File: config.mk
export PLATFORM = sky130hd
export DESIGN_NAME = multicycle_control
export DESIGN_NICKNAME = d
export VERILOG_FILES = /design/src/rtl/multicycle_control_pkg.sv /design/src/rtl/multicycle_control_opcode_decode.sv /design/src/rtl/multicycle_control.sv
export SDC_FILE = /design/constraint.sdc
export NUM_CORES = 1
export LEC_CHECK = 0
export CORE_UTILIZATION = 39
export CTS_BUF_LIST = sky130_fd_sc_hd__clkbuf_2 sky130_fd_sc_hd__clkbuf_4 sky130_fd_sc_hd__clkbuf_8
export DETAILED_ROUTE_END_ITERATION = 10
export DONT_BUFFER_PORTS = 1
export PLACE_DENSITY = 0.52
export SLEW_MARGIN = 20
export SYNTH_ARGS = -nofsm -noshare
export SYNTH_HDL_FRONTEND = slang
export SYNTH_SLANG_ARGS = --single-unit
export TNS_END_PERCENT = 1
File: constraint.sdc
create_clock -name clk -period 5.1 [get_ports clk]
set_clock_uncertainty 0.2 [all_clocks]
set_input_delay 1.275 -clock clk [delete_from_list [all_inputs] [get_ports clk]]
set_output_delay 1.275 -clock clk [all_outputs]
set_load 0.1 [all_outputs]
File: src/rtl/multicycle_control_pkg.sv
// Shared constants for the multicycle MIPS32 control path: 4-bit state
// encodings, opcodes, and the alu_op / alu_src_b / pc_source encodings used
// by the control FSM, alu_control and the datapath.
package multicycle_control_pkg;

    localparam int unsigned STATE_W  = 4;
    localparam int unsigned OPCODE_W = 6;

    // FSM state encodings
    localparam logic [3:0] ST_FETCH     = 4'd0;
    localparam logic [3:0] ST_DECODE    = 4'd1;
    localparam logic [3:0] ST_MEM_ADDR  = 4'd2;
    localparam logic [3:0] ST_MEM_READ  = 4'd3;
    localparam logic [3:0] ST_MEM_WB    = 4'd4;
    localparam logic [3:0] ST_MEM_WRITE = 4'd5;
    localparam logic [3:0] ST_EXECUTE   = 4'd6;
    localparam logic [3:0] ST_ALU_WB    = 4'd7;
    localparam logic [3:0] ST_BRANCH    = 4'd8;
    localparam logic [3:0] ST_JUMP      = 4'd9;
    localparam logic [3:0] ST_ADDI_EX   = 4'd10;
    localparam logic [3:0] ST_ADDI_WB   = 4'd11;

    // Opcodes (IR[31:26])
    localparam logic [5:0] OP_RTYPE = 6'b000000;
    localparam logic [5:0] OP_LW    = 6'b100011;
    localparam logic [5:0] OP_SW    = 6'b101011;
    localparam logic [5:0] OP_BEQ   = 6'b000100;
    localparam logic [5:0] OP_J     = 6'b000010;
    localparam logic [5:0] OP_ADDI  = 6'b001000;

    // ALU operation class handed to alu_control
    localparam logic [1:0] ALU_OP_ADD   = 2'b00;
    localparam logic [1:0] ALU_OP_SUB   = 2'b01;
    localparam logic [1:0] ALU_OP_FUNCT = 2'b10;

    // ALU B-operand select
    localparam logic [1:0] ALUB_REG_B   = 2'b00;
    localparam logic [1:0] ALUB_FOUR    = 2'b01;
    localparam logic [1:0] ALUB_IMM     = 2'b10;
    localparam logic [1:0] ALUB_IMM_SH2 = 2'b11;

    // PC source select
    localparam logic [1:0] PC_SRC_ALU     = 2'b00;
    localparam logic [1:0] PC_SRC_ALU_OUT = 2'b01;
    localparam logic [1:0] PC_SRC_JUMP    = 2'b10;
    localparam logic [1:0] PC_SRC_REG_A   = 2'b11;

endpackage

File: src/rtl/multicycle_control_opcode_decode.sv
// Combinational opcode dispatch for the DECODE state.
// Ports: opcode (IR[31:26]) in; next_state (state to enter after DECODE) and
// illegal (opcode not supported) out.
module opcode_decode
    import multicycle_control_pkg::*;
(
    input  logic [OPCODE_W-1:0] opcode,
    output logic [STATE_W-1:0]  next_state,
    output logic                illegal
);

    // Unsupported opcodes fall back to FETCH and flag illegal.
    always_comb begin
        next_state = ST_FETCH;
        illegal    = 1'b0;
        case (opcode)
            OP_RTYPE:     next_state = ST_EXECUTE;
            OP_LW, OP_SW: next_state = ST_MEM_ADDR;
            OP_BEQ:       next_state = ST_BRANCH;
            OP_J:         next_state = ST_JUMP;
            OP_ADDI:      next_state = ST_ADDI_EX;
            default:      illegal    = 1'b1;
        endcase
    end

endmodule

File: src/rtl/multicycle_control.sv
// Main control FSM for the multicycle MIPS32 datapath.
// Ports: clk, rst (sync, active-high); opcode, jr (from alu_control),
// mem_ready (memory handshake) in. Datapath controls (pc_write,
// pc_write_cond, i_or_d, mem_read, mem_write, ir_write, mem_to_reg, reg_dst,
// reg_write, alu_src_a, alu_src_b, alu_op, pc_source), illegal_op pulse and
// debug state out. Only state is registered; controls decode from it.
module multicycle_control
    import multicycle_control_pkg::*;
(
    input  logic                clk,
    input  logic                rst,
    input  logic [OPCODE_W-1:0] opcode,
    input  logic                jr,
    input  logic                mem_ready,
    output logic                pc_write,
    output logic                pc_write_cond,
    output logic                i_or_d,
    output logic                mem_read,
    output logic                mem_write,
    output logic                ir_write,
    output logic                mem_to_reg,
    output logic                reg_dst,
    output logic                reg_write,
    output logic                alu_src_a,
    output logic [1:0]          alu_src_b,
    output logic [1:0]          alu_op,
    output logic [1:0]          pc_source,
    output logic                illegal_op,
    output logic [STATE_W-1:0]  state
);

    logic [STATE_W-1:0] state_q;
    logic [STATE_W-1:0] state_d;
    logic [STATE_W-1:0] decode_next;
    logic               decode_illegal;

    opcode_decode u_opcode_decode (
        .opcode     (opcode),
        .next_state (decode_next),
        .illegal    (decode_illegal)
    );

    // State register; reset wins over any pending transition.
    always_ff @(posedge clk) begin
        if (rst) begin
            state_q <= ST_FETCH;
        end else begin
            state_q <= state_d;
        end
    end

    assign state = state_q;

    // Next-state and control decode.
    always_comb begin
        state_d       = state_q;
        pc_write      = 1'b0;
        pc_write_cond = 1'b0;
        i_or_d        = 1'b0;
        mem_read      = 1'b0;
        mem_write     = 1'b0;
        ir_write      = 1'b0;
        mem_to_reg    = 1'b0;
        reg_dst       = 1'b0;
        reg_write     = 1'b0;
        alu_src_a     = 1'b0;
        alu_src_b     = ALUB_REG_B;
        alu_op        = ALU_OP_ADD;
        pc_source     = PC_SRC_ALU;
        illegal_op    = 1'b0;

        case (state_q)
            ST_FETCH: begin
                // IR load and PC+4 commit only once memory returns the word.
                mem_read  = 1'b1;
                alu_src_b = ALUB_FOUR;
                ir_write  = mem_ready;
                pc_write  = mem_ready;
                if (mem_ready) state_d = ST_DECODE;
            end
            ST_DECODE: begin
                // Precompute branch target into ALUOut.
                alu_src_b  = ALUB_IMM_SH2;
                illegal_op = decode_illegal;
                state_d    = decode_next;
            end
            ST_MEM_ADDR: begin
                alu_src_a = 1'b1;
                alu_src_b = ALUB_IMM;
                state_d   = (opcode == OP_SW) ? ST_MEM_WRITE : ST_MEM_READ;
            end
            ST_MEM_READ: begin
                mem_read = 1'b1;
                i_or_d   = 1'b1;
                if (mem_ready) state_d = ST_MEM_WB;
            end
            ST_MEM_WB: begin
                reg_write  = 1'b1;
                mem_to_reg = 1'b1;
                state_d    = ST_FETCH;
            end
            ST_MEM_WRITE: begin
                mem_write = 1'b1;
                i_or_d    = 1'b1;
                if (mem_ready) state_d = ST_FETCH;
            end
            ST_EXECUTE: begin
                alu_src_a = 1'b1;
                alu_op    = ALU_OP_FUNCT;
                // jr redirects the PC here and skips write-back.
                if (jr) begin
                    pc_write  = 1'b1;
                    pc_source = PC_SRC_REG_A;
                    state_d   = ST_FETCH;
                end else begin
                    state_d   = ST_ALU_WB;
                end
            end
            ST_ALU_WB: begin
                reg_write = 1'b1;
                reg_dst   = 1'b1;
                state_d   = ST_FETCH;
            end
            ST_BRANCH: begin
                alu_src_a     = 1'b1;
                alu_op        = ALU_OP_SUB;
                pc_write_cond = 1'b1;
                pc_source     = PC_SRC_ALU_OUT;
                state_d       = ST_FETCH;
            end
            ST_JUMP: begin
                pc_write  = 1'b1;
                pc_source = PC_SRC_JUMP;
                state_d   = ST_FETCH;
            end
            ST_ADDI_EX: begin
                alu_src_a = 1'b1;
                alu_src_b = ALUB_IMM;
                state_d   = ST_ADDI_WB;
            end
            ST_ADDI_WB: begin
                reg_write = 1'b1;
                state_d   = ST_FETCH;
            end
            default: begin
                state_d = ST_FETCH;
            end
        endcase
    end

endmodule

==> results of run 1 <==
[through the flow]
step / hold WS [ns] / total power, mW / setup WS, ns
after floorplan: 0.932 / 0.0783 / -0.274
after global placement: 0.445 / 0.0876 / 1.36
after detailed placement: 0.464 / 0.0876 / 1.34
after CTS: 0.457 / 0.128 / 1.27
after global routing: 0.530 / 0.132 / 1.18
final: 0.458 / 0.126 / 1.26
[logic make-up after synthesis]
logic type | Yosys count | share of synthesized area, %
compound gates | 19 | 24.7
xor+xnor | 3 | 4.84
buf+inv | 9 | 10.1
flops | 4 | 14.7
simple gates | 46 | 45.6
[layer usage]
| metal | part of all wire (%) | global-route usage [%] |
|---|---|---|
| met1 | 50 | 29.2 |
| met2 | 42 | 28.3 |
| met3 | 8.6 | 7.39 |
| met4 | 0 | 4.31 |
| met5 | 0 | 0 |
[cell type report]
class                           instances  area (um2)
Tap cell                               15        18.8
Inverter                                1        3.75
Clock buffer                            3        22.5
Multi-Input combinational cell         68         465
Sequential cell                         4        82.6
Timing Repair Buffer                   16         158
Fill cell                             135         551
[cell usage after synthesis (2+ instances only)]
cell type,n
nand2b_1,5
buf_1,2
buf_2,2
a21oi_1,3
buf_6,2
or2_1,3
and4_1,2
dfxtp_1,4
xor2_1,3
o22ai_1,3
nand2_1,6
o21ai_0,2
o32a_1,2
nor4_1,2
nor3_1,3
nand3_1,5
a31oi_1,2
nor2_1,12
and3_1,3
o2bb2ai_1,2
[power by group]
group / switching [mW] / leakage (nW) / internal (mW) / total [mW]
clock network: 0.0126 / 0.0138 / 0.0263 / 0.0389
registers: 0.00330 / 0.0333 / 0.0323 / 0.0356
logic: 0.0405 / 0.248 / 0.0113 / 0.0518
[worst max path at each step]
stage and to:
6_report pc_write, 5_1_grt pc_write, 4_1_cts pc_write, 3_5_place_dp pc_write, 3_3_place_gp pc_write, 2_1_floorplan pc_write
[worst max-delay path, cell delays in order (launching register included)]
cell and delay, ns:
dfxtp_2 0.92, nand2b_1 0.35, o22ai_2 0.12, buf_4 0.24, or2_1 0.25, buf_4 0.23
==> results.tsv, run 1 <==
metric	value	unit
status	complete, no violations	
required	3.62	ns
syn_inst	81	
antenna_found_initial	0	
hold_viol_final	0	
start_util	41.7	%
yosysWarnings	0	
setup_viol	0	
ys_types	33	
r2r-end	state[2]	
synth_nets	91	
rsz0062_at_grt	no	
relSlewSlack	29.1	%
placed_cells	104	
area_delta_synth_final	38.2	%
final_common_cell	buf_4	
firstDrtPassIters	4	
dp_hpwl	1070	um
core_area	1300	um2
critPathLaunch	state[1]	
viasPerCell	5.80	
syn_area	543	um2
clkTransAtPathRegs	0.04	ns
gp_congestion	0.841	
max_cap_violations	0	
cp-start-kind	flop	
finalWirelength	1430	um
synth-seq-cells	4	
design.die.area	1550	um2
path_class	reg -> out	
synth_edf_count	0	
fmax	0.261	GHz
grt_pass1_wl	2170	um
drt_iter0_markers	10	
track_usage	20.3	%
fin_util	57.7	%
power.density	168	nW/um2
cts.htree.levels	1	
synth_top_cell_by_area	dfxtp_1	
reg2reg_slack	2.81	ns
fin_cells	107	
ios	31	
ant_nets	0	
synthArstFlopShare	0	%
rr_startpoint	state[1]	
vias	621	
drv_slew	0	
hold_buffers	0	
synth_ff_type	dfxtp_1	
first_global_vias	525	
layout-drive-gt1-share	35.9	%
tightest_slew	1.06	ns
grt_max_degree	20	
n_antenna_cell	0	
ys_seq_area_share	14.7	%
nets	104	
cts_tree	built	
die_x	39.3	um
irDropWorstVdd	0.141	mV
wire_per_inst	13.4	um
io_buffers	0	
dpl_cell_area	728	um2
drc	0	
critPathArrivalTime	2.36	ns
final_cell_mix	buf_4 (14), nor2_1 (7), nand2_1 (6)	
clk_latency	0.23	ns
clk_path_buf_depth	2	
grt_overflow	0	
path_max_fanout	19	
synth.area.top_cells	dfxtp_1 (15%), nor2_1 (8.3%), nand2b_1 (5.8%), xor2_1 (4.8%), nand3_1 (4.6%)	
syn_area_per_cell	6.70	um2
ctsResizeCount	0	
rows	13	
synth_top_area_share	14.7	%
hold_class	reg -> reg	
fin_tns_setup	0	ns
cts_buffers	3	
clockRootBuffer	clkbuf_4	
numClockSinks	4	
cts_setup_buffers	0	
hold_depth	1	
hold_path_end	state[3]	
crit_path_end_kind	output pin	
die_h	39.3	um
holdCritStartpoint	state[2]	
p_leak	0.295	nW
reg2reg_depth	3	
fin_crit_sh	75.2	%
final_area	751	um2
fin_crit	3.84	ns
largest_register_ffs	4	
No activity file was read; power rests on OpenSTA's default activity.
==> inputs of run 2 (changes only) <==
==> constraint.sdc (replaced) <==
create_clock -name clk -period 3.7 [get_ports clk]
set_clock_uncertainty 0.2 [all_clocks]
set_input_delay 0.925 -clock clk [delete_from_list [all_inputs] [get_ports clk]]
set_output_delay 0.925 -clock clk [all_outputs]
set_load 0.1 [all_outputs]
==> run 2 against run 1 <==
  * Global-route usage up 1.3 points
  * Clock power rose by 39%
  * Clock-buffer cell count unchanged
  * Combinational power rose by 45%
  * Final area increased by 6.8%
  * Routed wire length is 9.0% higher
  * Die area unchanged
  * Sequential share of layout area shrank 0.70 points
  * Critical path depth fell by 1
  * Total power is 42% higher
  * Non-clock buffer count increased by 5
  * Highest routed layer is now met4
==> results.tsv, run 2 (synthesized netlist as in run 1, its figures left out) <==
metric	value	unit	change
wire_per_inst	13.9	um	+4.1%
irDropWorstVdd	0.0899	mV	-36%
grt_pass1_wl	2290	um	+5.7%
grt_overflow	0		unchanged
gp_congestion	0.826		-1.8%
vias	665		+7.1%
p_leak	0.318	nW	+7.6%
n_antenna_cell	0		unchanged
cp-start-kind	primary input		
clockRootBuffer	clkbuf_4		
cts_buffers	3		unchanged
largest_register_ffs	4		unchanged
dpl_cell_area	779	um2	+7.0%
design.die.area	1550	um2	unchanged
required	2.57	ns	-1.05 ns
cpLargestDelayFamily	simple AND/OR/NAND/NOR gates		
finalWirelength	1560	um	+9.0%
power.density	224	nW/um2	+33%
core_area	1300	um2	unchanged
drt_iter0_markers	19		+9
cts.htree.levels	1		unchanged
status	complete, no violations		
io_buffers	0		unchanged
fin_crit_sh	78.1	%	
antenna_found_initial	0		unchanged
ios	31		unchanged
setup_viol	0		unchanged
clk_latency	0.23	ns	about the same
drc	0		unchanged
rsz0062_at_grt	no		
final_area	802	um2	+6.8%
fmax	0.346	GHz	
area_delta_synth_final	47.7	%	
cp_slowest_stage_delay	0.27	ns	-0.65 ns
max_cap_violations	0		unchanged
start_util	41.7	%	unchanged
tightest_slew	0.450	ns	-0.612 ns
hold_buffers	0		unchanged
hold_ws	0.465	ns	+0.00770 ns
cts_setup_buffers	0		unchanged
dp_hpwl	1190	um	+11%
ant_nets	0		unchanged
final_cell_mix	buf_4 (18), nor2_1 (7), nand2_1 (6)		
viasPerCell	5.94		+2.3%
hold_viol_final	0		unchanged
critPathArrivalTime	1.76	ns	-0.60 ns
numClockSinks	4		unchanged
final_common_cell	buf_4		
fin_crit	2.89	ns	
clk_path_buf_depth	2		unchanged
path_buf_inv	1		-1
relSlewSlack	70.0	%	+41 points
ctsResizeCount	0		unchanged
rows	13		unchanged
path_cells	nor2_1 -> nand4_1 -> and4_1 -> buf_4		
crit_path_top_delay_cell	nor2_1		
cts_tree	built		
clkTransAtPathRegs	0.04	ns	about the same
layout-drive-gt1-share	39.2	%	+3.3 points
nets	109		+4.8%
path_class	in -> out		
drv_slew	0		unchanged
path_max_fanout	6		-13
die_x	39.3	um	unchanged
die_h	39.3	um	unchanged
firstDrtPassIters	8		+4
grt_max_degree	20		unchanged
first_global_vias	561		+6.9%
hold_class	reg -> reg		
track_usage	21.6	%	+1.3 points
fin_util	61.6	%	+3.9 points
crit_path_end_kind	output pin		
run 2: changes by cell type in the layout (fill, tap and decap cells not counted), sizes merged:
cell | previous run | this run
clkbuf | 4 | 3
buf | 15 | 21
run 2: worst reg2reg max path, stage by stage, from the launching register on:
cell       delay, ns
dfxtp_2         0.60
xor2_1          0.34
nor2_1          0.09
a2111oi_0       0.39
o2bb2ai_1       0.15
run 2: report_power, final:
part	switching (mW)	leakage [nW]	internal (mW)
Sequential	0.00582	0.0333	0.0445
Clock	0.0177	0.0138	0.0363
Combinational	0.0555	0.270	0.0195
Total	0.0790	0.318	0.100
run 2: metal layers:
metal / GRT usage [%] / vias to the layer above / part of all wire [%]
met5: 0 / - / 0
met4: 7.76 / 0 / 0.38
met3: 3.41 / 2 / 7.7
met2: 37.1 / 36 / 49
met1: 26.9 / 294 / 43
li1: - / 333 / -
run 2: final cells by class:
cell class	count	area (um2)
Tap cell	15	18.8
Timing Repair Buffer	21	203
Inverter	1	3.75
Fill cell	118	499
Clock buffer	3	22.5
Multi-Input combinational cell	68	472
Sequential cell	4	82.6
run 2: worst paths after layout:
path	from	end	slack [ns]	cells after the start
worst max-delay path	opcode[2]	illegal_op	0.81	4
worst min-delay path	state[3]	state[2]	0.47	2
worst max register to register	state[0]	state[2]	1.85	4
worst min register to register	state[3]	state[2]	0.47	2
run 2: stage by stage:
| stage | TNS, ns | total power [mW] | cells | setup slack [ns] |
|---|---|---|---|---|
| floorplan | -3.12 | 0.109 | 81 | -0.636 |
| global placement | 0 | 0.126 | 109 | 0.809 |
| detailed placement | 0 | 0.126 | 109 | 0.808 |
| CTS | 0 | 0.180 | 112 | 0.806 |
| global route | 0 | 0.185 | 112 | 0.716 |
| finish | 0 | 0.179 | 112 | 0.812 |
